<file path="src/rtl/mem_stage_pkg.sv">
// Shared types for the memory stage: LSU operations, writeback selects,
// FSM states and exception bit positions.
package mem_stage_pkg;

    typedef enum logic [2:0] {
        LB, LH, LW, LBU, LHU, SB, SH, SW
    } load_store_func_code;

    typedef enum logic [1:0] {
        WB_ALU, WB_LOAD, WB_PC, WB_UIMMD
    } write_back_mux_selector;

    typedef enum logic [1:0] {
        IDLE, WAIT_GNT, WAIT_RVALID
    } mem_fsm_state_e;

    localparam int EXC_MISALIGNED = 0;
    localparam int EXC_BUS_ERR    = 1;

    function automatic logic is_store(input load_store_func_code op);
        return (op == SB) || (op == SH) || (op == SW);
    endfunction

    function automatic logic is_misaligned(input load_store_func_code op,
                                           input logic [1:0] offset);
        case (op)
            LH, LHU, SH: return offset[0];
            LW, SW:      return offset != 2'b00;
            default:     return 1'b0;
        endcase
    endfunction

endpackage

</file>
<file path="src/rtl/mem_stage_lsu_align.sv">
// Byte-lane steering for stores and lane extraction / extension for loads.
module mem_stage_lsu_align
    import mem_stage_pkg::*;
(
    input  load_store_func_code op_i,
    input  logic [1:0]          offset_i,
    input  logic [31:0]         store_data_i,
    input  logic [31:0]         rdata_i,
    output logic [3:0]          be_o,
    output logic [31:0]         wdata_o,
    output logic [31:0]         load_data_o
);

    logic [31:0] lane;

    assign lane = rdata_i >> {offset_i, 3'b000};

    always_comb begin
        be_o        = 4'b1111;
        wdata_o     = store_data_i;
        load_data_o = rdata_i;
        case (op_i)
            SB: begin
                be_o    = 4'b0001 << offset_i;
                wdata_o = {4{store_data_i[7:0]}};
            end
            SH: begin
                be_o    = offset_i[1] ? 4'b1100 : 4'b0011;
                wdata_o = {2{store_data_i[15:0]}};
            end
            LB:      load_data_o = {{24{lane[7]}}, lane[7:0]};
            LBU:     load_data_o = {24'h000000, lane[7:0]};
            LH:      load_data_o = {{16{lane[15]}}, lane[15:0]};
            LHU:     load_data_o = {16'h0000, lane[15:0]};
            default: ;
        endcase
    end

endmodule

</file>
<file path="src/rtl/mem_stage.sv">
// Memory stage: issues loads/stores on a req/gnt/rvalid port, stalls the
// front of the pipeline while an access is outstanding, and fills MEM-WB.
module mem_stage
    import mem_stage_pkg::*;
#(
    parameter int MAX_WAIT = 16
)
(
    input  logic                   clock,
    input  logic                   reset,
    input  logic                   lsu_enable_ip,
    input  load_store_func_code    lsu_operator_ip,
    input  logic [31:0]            mem_wdata_ip,
    input  logic [31:0]            alu_result_ip,
    input  logic                   alu_valid_ip,
    input  write_back_mux_selector wb_mux_ip,
    input  logic [4:0]             write_reg_addr_ip,
    input  logic [31:0]            pc_addr_ip,
    input  logic [31:0]            uimmd_ip,
    output logic                   data_req_op,
    output logic [31:0]            data_addr_op,
    output logic                   data_we_op,
    output logic [3:0]             data_be_op,
    output logic [31:0]            data_wdata_op,
    input  logic                   data_gnt_ip,
    input  logic                   data_rvalid_ip,
    input  logic [31:0]            data_rdata_ip,
    output logic                   stall_op,
    output logic [1:0]             exc_op,
    output logic                   wb_valid_op,
    output logic [31:0]            wb_alu_result_op,
    output logic [31:0]            wb_load_data_op,
    output write_back_mux_selector wb_mux_op,
    output logic [4:0]             wb_write_reg_addr_op,
    output logic [31:0]            wb_pc_addr_op,
    output logic [31:0]            wb_uimmd_op
);

    mem_fsm_state_e         state_q, state_d;
    logic [7:0]             wait_cnt_q, wait_cnt_d;
    load_store_func_code    acc_op_q;
    logic [31:0]            acc_addr_q, acc_wdata_q, acc_pc_q, acc_uimmd_q;
    logic [4:0]             acc_rd_q;
    write_back_mux_selector acc_wb_mux_q;
    logic [1:0]             exc_q;

    logic                   wb_valid_q;
    logic [31:0]            wb_alu_result_q, wb_load_data_q, wb_pc_addr_q, wb_uimmd_q;
    logic [4:0]             wb_write_reg_addr_q;
    write_back_mux_selector wb_mux_q;

    logic                   in_idle, cur_store, cur_misaligned, timeout;
    load_store_func_code    cur_op;
    logic [31:0]            cur_addr, cur_wdata;
    logic                   req, stall, wb_valid_d, load_done, misalign_exc, bus_err_exc;
    logic [3:0]             align_be;
    logic [31:0]            align_wdata, align_load;

    // In IDLE the access is taken straight from EX-MEM; afterwards from the latched copy.
    assign in_idle        = (state_q == IDLE);
    assign cur_op         = in_idle ? lsu_operator_ip : acc_op_q;
    assign cur_addr       = in_idle ? alu_result_ip : acc_addr_q;
    assign cur_wdata      = in_idle ? mem_wdata_ip : acc_wdata_q;
    assign cur_store      = is_store(cur_op);
    assign cur_misaligned = is_misaligned(cur_op, cur_addr[1:0]);
    assign timeout        = !in_idle && (wait_cnt_q == 8'(MAX_WAIT - 1));

    mem_stage_lsu_align u_align (
        .op_i         (cur_op),
        .offset_i     (cur_addr[1:0]),
        .store_data_i (cur_wdata),
        .rdata_i      (data_rdata_ip),
        .be_o         (align_be),
        .wdata_o      (align_wdata),
        .load_data_o  (align_load)
    );

    always_comb begin
        state_d      = state_q;
        wait_cnt_d   = 8'd0;
        req          = 1'b0;
        stall        = 1'b0;
        wb_valid_d   = 1'b0;
        load_done    = 1'b0;
        misalign_exc = 1'b0;
        bus_err_exc  = 1'b0;
        case (state_q)
            IDLE: begin
                if (lsu_enable_ip && alu_valid_ip) begin
                    if (cur_misaligned) begin
                        misalign_exc = 1'b1;
                    end else begin
                        req = 1'b1;
                        if (data_gnt_ip && cur_store) begin
                            wb_valid_d = 1'b1;
                        end else begin
                            stall   = 1'b1;
                            state_d = data_gnt_ip ? WAIT_RVALID : WAIT_GNT;
                        end
                    end
                end else begin
                    wb_valid_d = alu_valid_ip;
                end
            end
            WAIT_GNT: begin
                if (timeout) begin
                    bus_err_exc = 1'b1;
                    state_d     = IDLE;
                end else begin
                    req = 1'b1;
                    if (data_gnt_ip && cur_store) begin
                        wb_valid_d = 1'b1;
                        state_d    = IDLE;
                    end else if (data_gnt_ip) begin
                        stall   = 1'b1;
                        state_d = WAIT_RVALID;
                    end else begin
                        stall      = 1'b1;
                        wait_cnt_d = wait_cnt_q + 8'd1;
                    end
                end
            end
            WAIT_RVALID: begin
                if (data_rvalid_ip) begin
                    wb_valid_d = 1'b1;
                    load_done  = 1'b1;
                    state_d    = IDLE;
                end else if (timeout) begin
                    bus_err_exc = 1'b1;
                    state_d     = IDLE;
                end else begin
                    stall      = 1'b1;
                    wait_cnt_d = wait_cnt_q + 8'd1;
                end
            end
            default: state_d = IDLE;
        endcase
    end

    always_ff @(posedge clock or posedge reset) begin
        if (reset) begin
            state_q      <= IDLE;
            wait_cnt_q   <= 8'd0;
            exc_q        <= 2'b00;
            acc_op_q     <= LB;
            acc_addr_q   <= '0;
            acc_wdata_q  <= '0;
            acc_rd_q     <= '0;
            acc_wb_mux_q <= WB_ALU;
            acc_pc_q     <= '0;
            acc_uimmd_q  <= '0;
        end else begin
            state_q                <= state_d;
            wait_cnt_q             <= wait_cnt_d;
            exc_q[EXC_MISALIGNED]  <= misalign_exc;
            exc_q[EXC_BUS_ERR]     <= bus_err_exc;
            if (in_idle) begin
                acc_op_q     <= lsu_operator_ip;
                acc_addr_q   <= alu_result_ip;
                acc_wdata_q  <= mem_wdata_ip;
                acc_rd_q     <= write_reg_addr_ip;
                acc_wb_mux_q <= wb_mux_ip;
                acc_pc_q     <= pc_addr_ip;
                acc_uimmd_q  <= uimmd_ip;
            end
        end
    end

    // A stalled cycle always writes a bubble so WB never retires an entry twice.
    always_ff @(posedge clock or posedge reset) begin
        if (reset) begin
            wb_valid_q          <= 1'b0;
            wb_alu_result_q     <= '0;
            wb_load_data_q      <= '0;
            wb_mux_q            <= WB_ALU;
            wb_write_reg_addr_q <= '0;
            wb_pc_addr_q        <= '0;
            wb_uimmd_q          <= '0;
        end else begin
            wb_valid_q <= wb_valid_d;
            if (!stall) begin
                wb_alu_result_q     <= in_idle ? alu_result_ip : acc_addr_q;
                wb_load_data_q      <= load_done ? align_load : 32'h0;
                wb_mux_q            <= in_idle ? wb_mux_ip : acc_wb_mux_q;
                wb_write_reg_addr_q <= in_idle ? write_reg_addr_ip : acc_rd_q;
                wb_pc_addr_q        <= in_idle ? pc_addr_ip : acc_pc_q;
                wb_uimmd_q          <= in_idle ? uimmd_ip : acc_uimmd_q;
            end
        end
    end

    assign data_req_op          = req;
    assign data_addr_op         = req ? {cur_addr[31:2], 2'b00} : 32'h0;
    assign data_we_op           = req && cur_store;
    assign data_be_op           = req ? align_be : 4'b0000;
    assign data_wdata_op        = (req && cur_store) ? align_wdata : 32'h0;
    assign stall_op             = stall;
    assign exc_op               = exc_q;
    assign wb_valid_op          = wb_valid_q;
    assign wb_alu_result_op     = wb_alu_result_q;
    assign wb_load_data_op      = wb_load_data_q;
    assign wb_mux_op            = wb_mux_q;
    assign wb_write_reg_addr_op = wb_write_reg_addr_q;
    assign wb_pc_addr_op        = wb_pc_addr_q;
    assign wb_uimmd_op          = wb_uimmd_q;

endmodule
</file>
<file path="config.mk">
export PLATFORM = sky130hd
export DESIGN_NAME = mem_stage
export DESIGN_NICKNAME = d
export VERILOG_FILES = /design/src/rtl/mem_stage_pkg.sv /design/src/rtl/mem_stage_lsu_align.sv /design/src/rtl/mem_stage.sv
export SDC_FILE = /design/constraint.sdc
export NUM_CORES = 1
export LEC_CHECK = 0
export CAP_MARGIN = 25
export CORE_UTILIZATION = 53
export CTS_BUF_LIST = sky130_fd_sc_hd__clkbuf_8
export CTS_CLUSTER_SIZE = 25
export DETAILED_ROUTE_END_ITERATION = 8
export GPL_TIMING_DRIVEN = 0
export PLACE_DENSITY_LB_ADDON = 0.15
export SLEW_MARGIN = 5
export SYNTH_ARGS = -nofsm -noshare
export SYNTH_HDL_FRONTEND = slang
export SYNTH_SLANG_ARGS = --single-unit
</file>
<file path="constraint.sdc">
create_clock -name clock -period 20.4 [get_ports clock]
set_input_delay 4.08 -clock clock [delete_from_list [all_inputs] [get_ports clock]]
set_output_delay 4.08 -clock clock [all_outputs]
set_load 0.01 [all_outputs]
</file>
==> results.md <==
Run status:
- The run finished with clean final reports.

Floorplanning:
- The die is between 150 and 200 µm tall.
- The initialized floorplan defines 56 standard-cell rows.
- between 300 and 400 I/O pins were placed.
- Once the floorplan was initialized, standard cells occupied 54.2% of the core.
- The die outline width is between 150 and 200 µm.
- The area of the placeable core is around 0.024 mm².
- The die outline area is roughly 0.025 mm².

STA:
- Setup violations remaining at the end of the flow were counted as 0.
- The final number of max-transition violations came to 0.
- The fmax is 87.1 MHz.
- In this run the tightest slew margin relative to its limit is between 20% and 30%.
- The actual transition at the worst max-transition pin is roughly 1100 ps.
- The routed design could run at a clock period as short as between 10000 and 15000 ps.
- For the final database, setup skew stands at between 15 and 20 ps.
- Setup repair after global routing left no endpoint under its margin.
- The setup TNS is 0 ps.
- The worst slack on hold paths is roughly 460 ps.
- The number of hold violations in the final report was 0.
- The share of the clock period used by the worst path after layout is a little under three fifths.

Route:
- The routed design has about 36 mm of wire.
- The iteration count of the initial detailed-routing pass is 5.
- The via count normalized by instance count is 5.38.
- In this run, the number of DRC markers left after iteration 0 of detailed routing was 553.
- The post-route antenna net violation count is 0.
- Dividing the detail-routed wire length by the instance count gives approximately 20 µm.
- The total via count in the routed design is 9534.
- For this run, design rule violations remaining after detail routing come to 0.

CTS:
- The CTS tree is yes.
- The clock slew seen by the registers of the worst setup and hold paths is roughly 60 ps.
- The quantity of gates resized following cts is 0.
- The maximum clock path buffer count is 3.
- The number of CTS-inserted buffers is between 40 and 50.
- The root buffer cell is sky130_fd_sc_hd__clkbuf_8.
- The total clock sinks is 286.
- Buffers inserted to repair hold after CTS numbered 0.
- The clock insertion delay at the later pin of the skew report is roughly 560 ps.
- The maximum level of the CTS H-tree is 2.
- Post-CTS timing repair inserted 0 buffers for setup.

Placement:
- The routability congestion estimate from global placement is 0.894.
- The detailed placement HPWL is ~26 mm.
- In this run the tool buffered the top-level ports with between 300 and 400 buffer cells.

Worst setup path:
- The data required time at the worst endpoint is between 15000 and 20000 ps.
- Along the worst path, the maximum fanout reaches 10.
- The type of destination of the critical path is an output pin.
- STA classifies the critical path startpoint as a primary input.
- Data arrives at the worst endpoint at 7400 ps.
- The setup path with the least slack is of type in -> out.

GRT:
- The number of antenna violations at the first check in global routing is 4.
- The leftover overflow at the end of global routing is 0.
- The overall routing resource usage is 29.2%.
- The number of global-route vias before repair is around 10000.
- The pin count of the biggest net entering global routing is 106.
- The first global-routing pass estimated between 50 and 60 mm of wire.

Synth:
- Each instance of the synthesized netlist takes up on average roughly 13 µm².
- Counting every instance in the synthesized netlist gives a little under 1000.
- The portion of the post-synthesis area used by sequential elements is between 50% and 60%.
- Synthesis inferred between 200 and 300 register bits.
- The netlist uses 58 different library cells.
- The synthesized design contains 0 enable-type register cells.
- The fraction of registers with async set or reset after synthesis is between 90% and 100%.
- The mapped cell area is 0.0128 mm².
- The predominant post-synthesis flop cell is sky130_fd_sc_hd__dfrtp_1.
- The Yosys warning count is 0.

Power and ir drop:
- Total power for the finished layout comes to between 0.003 and 0.004 W.
- The internal portion of the total power is 0.00204 W.
- The static power due to leakage is ~7.8 nW.
- The highest ir drop seen on vdd is around 0.00010 V.
- Summed over all nets, the switching power comes to about 0.0011 W.
- The clock network is responsible for 15.7% of the overall power.
- The switching share of total power is roughly a third.
- The power density relative to cell area is around 170 mW/mm².
- The share of total power in combinational logic is around 54%.
- The sequential power share is between 30% and 40%.

Layout:
- After the last flow step, the layout net total stands at 1599.
- The layout-stage area growth over the synthesis result is 40.9%.
- In the final layout, the share of cells above drive strength 1 is between 20% and 30%.

Worst hold path:
- The path class of the tightest hold or removal check is reg -> reg.

Flow run:
- The total of max-cap violations is 0.
final timing paths:
path / from / endpoint / slack, ps / depth (start not counted)
max: alu_result_ip[1] / data_wdata_op[16] / 8920 / 9
min: wait_cnt_q[0]$_DFF_PP0_ / wait_cnt_q[0]$_DFF_PP0_ / 460 / 1
max reg2reg: state_q[0]$_DFFE_PP0P_ / wb_uimmd_op[6]$_DFFE_PP0N_ / 16800 / 10
min reg2reg: wait_cnt_q[0]$_DFF_PP0_ / wait_cnt_q[0]$_DFF_PP0_ / 460 / 1
max in group asynchronous: reset / wb_pc_addr_op[28]$_DFFE_PP0N_ / 15470 / 3
min in group asynchronous: reset / acc_uimmd_q[3]$_DFF_PP0_ / 3990 / 2
kinds of logic after synthesis:
| logic type | after synthesis | synth area share, % |
|---|---|---|
| adder cells (fa/ha/maj) | 5 | 0.490 |
| XOR/XNOR | 8 | 0.549 |
| AO/OA/AOI/OAI | 126 | 6.05 |
| buffers and inverters | 75 | 3.36 |
| multiplexers | 278 | 25.6 |
| AND/OR/NAND/NOR | 206 | 7.87 |
| flip-flops | 286 | 56.1 |
| other | 1 | 0.0294 |
cell type report:
type	instances	area, µm²
timing repair buffer	384	3870
antenna	3	7.51
fill	1604	5550
clock inverter	22	123
clock buffer	59	812
buffer	58	365
sequential	286	7160
multi-input combinational	625	5190
tap	319	399
inverter	17	71.3
cell usage after synthesis (6+ instances only):
cell,n,area share (%)
sky130_fd_sc_hd__buf_2,14,0.55
sky130_fd_sc_hd__dfrtp_1,286,56
sky130_fd_sc_hd__nand2_1,38,1.1
sky130_fd_sc_hd__nor2b_1,42,2.1
sky130_fd_sc_hd__nor3b_1,6,0.35
sky130_fd_sc_hd__mux2_2,229,20
sky130_fd_sc_hd__inv_1,16,0.47
sky130_fd_sc_hd__o21ai_0,37,1.5
sky130_fd_sc_hd__clkbuf_1,21,0.62
sky130_fd_sc_hd__buf_4,11,0.65
sky130_fd_sc_hd__mux2_4,40,4.7
sky130_fd_sc_hd__nor3_1,14,0.55
sky130_fd_sc_hd__a31oi_1,6,0.29
sky130_fd_sc_hd__a21oi_1,36,1.4
sky130_fd_sc_hd__buf_1,6,0.18
sky130_fd_sc_hd__nand3_1,9,0.35
sky130_fd_sc_hd__o22ai_1,9,0.44
sky130_fd_sc_hd__a22oi_1,9,0.53
sky130_fd_sc_hd__nor2_1,74,2.2
sky130_fd_sc_hd__mux2i_1,9,0.71
registers in the layout (all words and copies together), names as in the netlist:
register              cells
acc_op_q                  3
acc_wb_mux_q              2
acc_rd_q                  5
wb_mux_op                 2
acc_pc_q                 32
state_q                   2
acc_wdata_q              32
exc_op                    2
acc_addr_q               32
wb_uimmd_op              32
wb_alu_result_op         32
wb_write_reg_addr_op      5
acc_uimmd_q              32
wb_pc_addr_op            32
wait_cnt_q                8
wb_valid_op               1
wb_load_data_op          32
worst max-delay path: stages:
cell and delay, ps:
sky130_fd_sc_hd__clkdlybuf4s50_1 420, sky130_fd_sc_hd__mux2i_1 800, sky130_fd_sc_hd__o21ai_1 130, sky130_fd_sc_hd__o21a_1 200, sky130_fd_sc_hd__a21oi_2 260, sky130_fd_sc_hd__o21ai_1 250
sky130_fd_sc_hd__clkbuf_1 330, sky130_fd_sc_hd__nor3_1 300, sky130_fd_sc_hd__clkdlybuf4s50_1 620
per-layer routing:
metal,up-vias,wire (µm),global-route usage [%]
li1,4335,-,-
met1,4717,13600,33.7
met2,403,17900,50.5
met3,75,3520,10.4
met4,4,942,9.29
met5,-,22,0
power groups by stage:
stage,clock network [W],registers [W],logic [W]
after floorplan,0,0.00102,0.000979
after global placement,0,0.000958,0.00164
after detailed placement,0,0.000972,0.00168
after CTS,0.000505,0.000968,0.00169
after global routing,0.000529,0.000996,0.00180
final,0.000493,0.000966,0.00169
metrics by stage:
stage                     util, %  worst slack [ps]  cells  cell area [µm²]
after floorplan                 -              8430    986            12800
after detailed placement     72.4              9000   1689            17100
after CTS                    76.4              8990   1770            18000
final                        76.4              8920   1773            18000
after global routing         76.4              8810   1771            18000
after global placement       72.1              4980   1686            17000
cells in the final DEF, fill, tap and decap left out, drive strengths merged, types with 2 or more instances in the layout:
master / instances
a32oi: 2
nor2: 74
xor2: 3
o32ai: 4
o2bb2ai: 3
and2: 6
a22oi: 9
clkinv: 4
a211oi: 2
mux2: 269
clkbuf: 80
nand2b: 5
nand3: 9
diode: 3
ha: 5
nand2: 38
buf: 40
mux2i: 9
nor2b: 42
nor3b: 6
a21oi: 37
o21ai: 39
inv: 34
xnor2: 5
and3: 3
nor4bb: 2
conb: 2
o22ai: 9
clkdlybuf4s50: 381
a21boi: 4
dfrtp: 286
nor3: 14
a31oi: 6
Note: power is estimated with default switching activity, not from simulation.
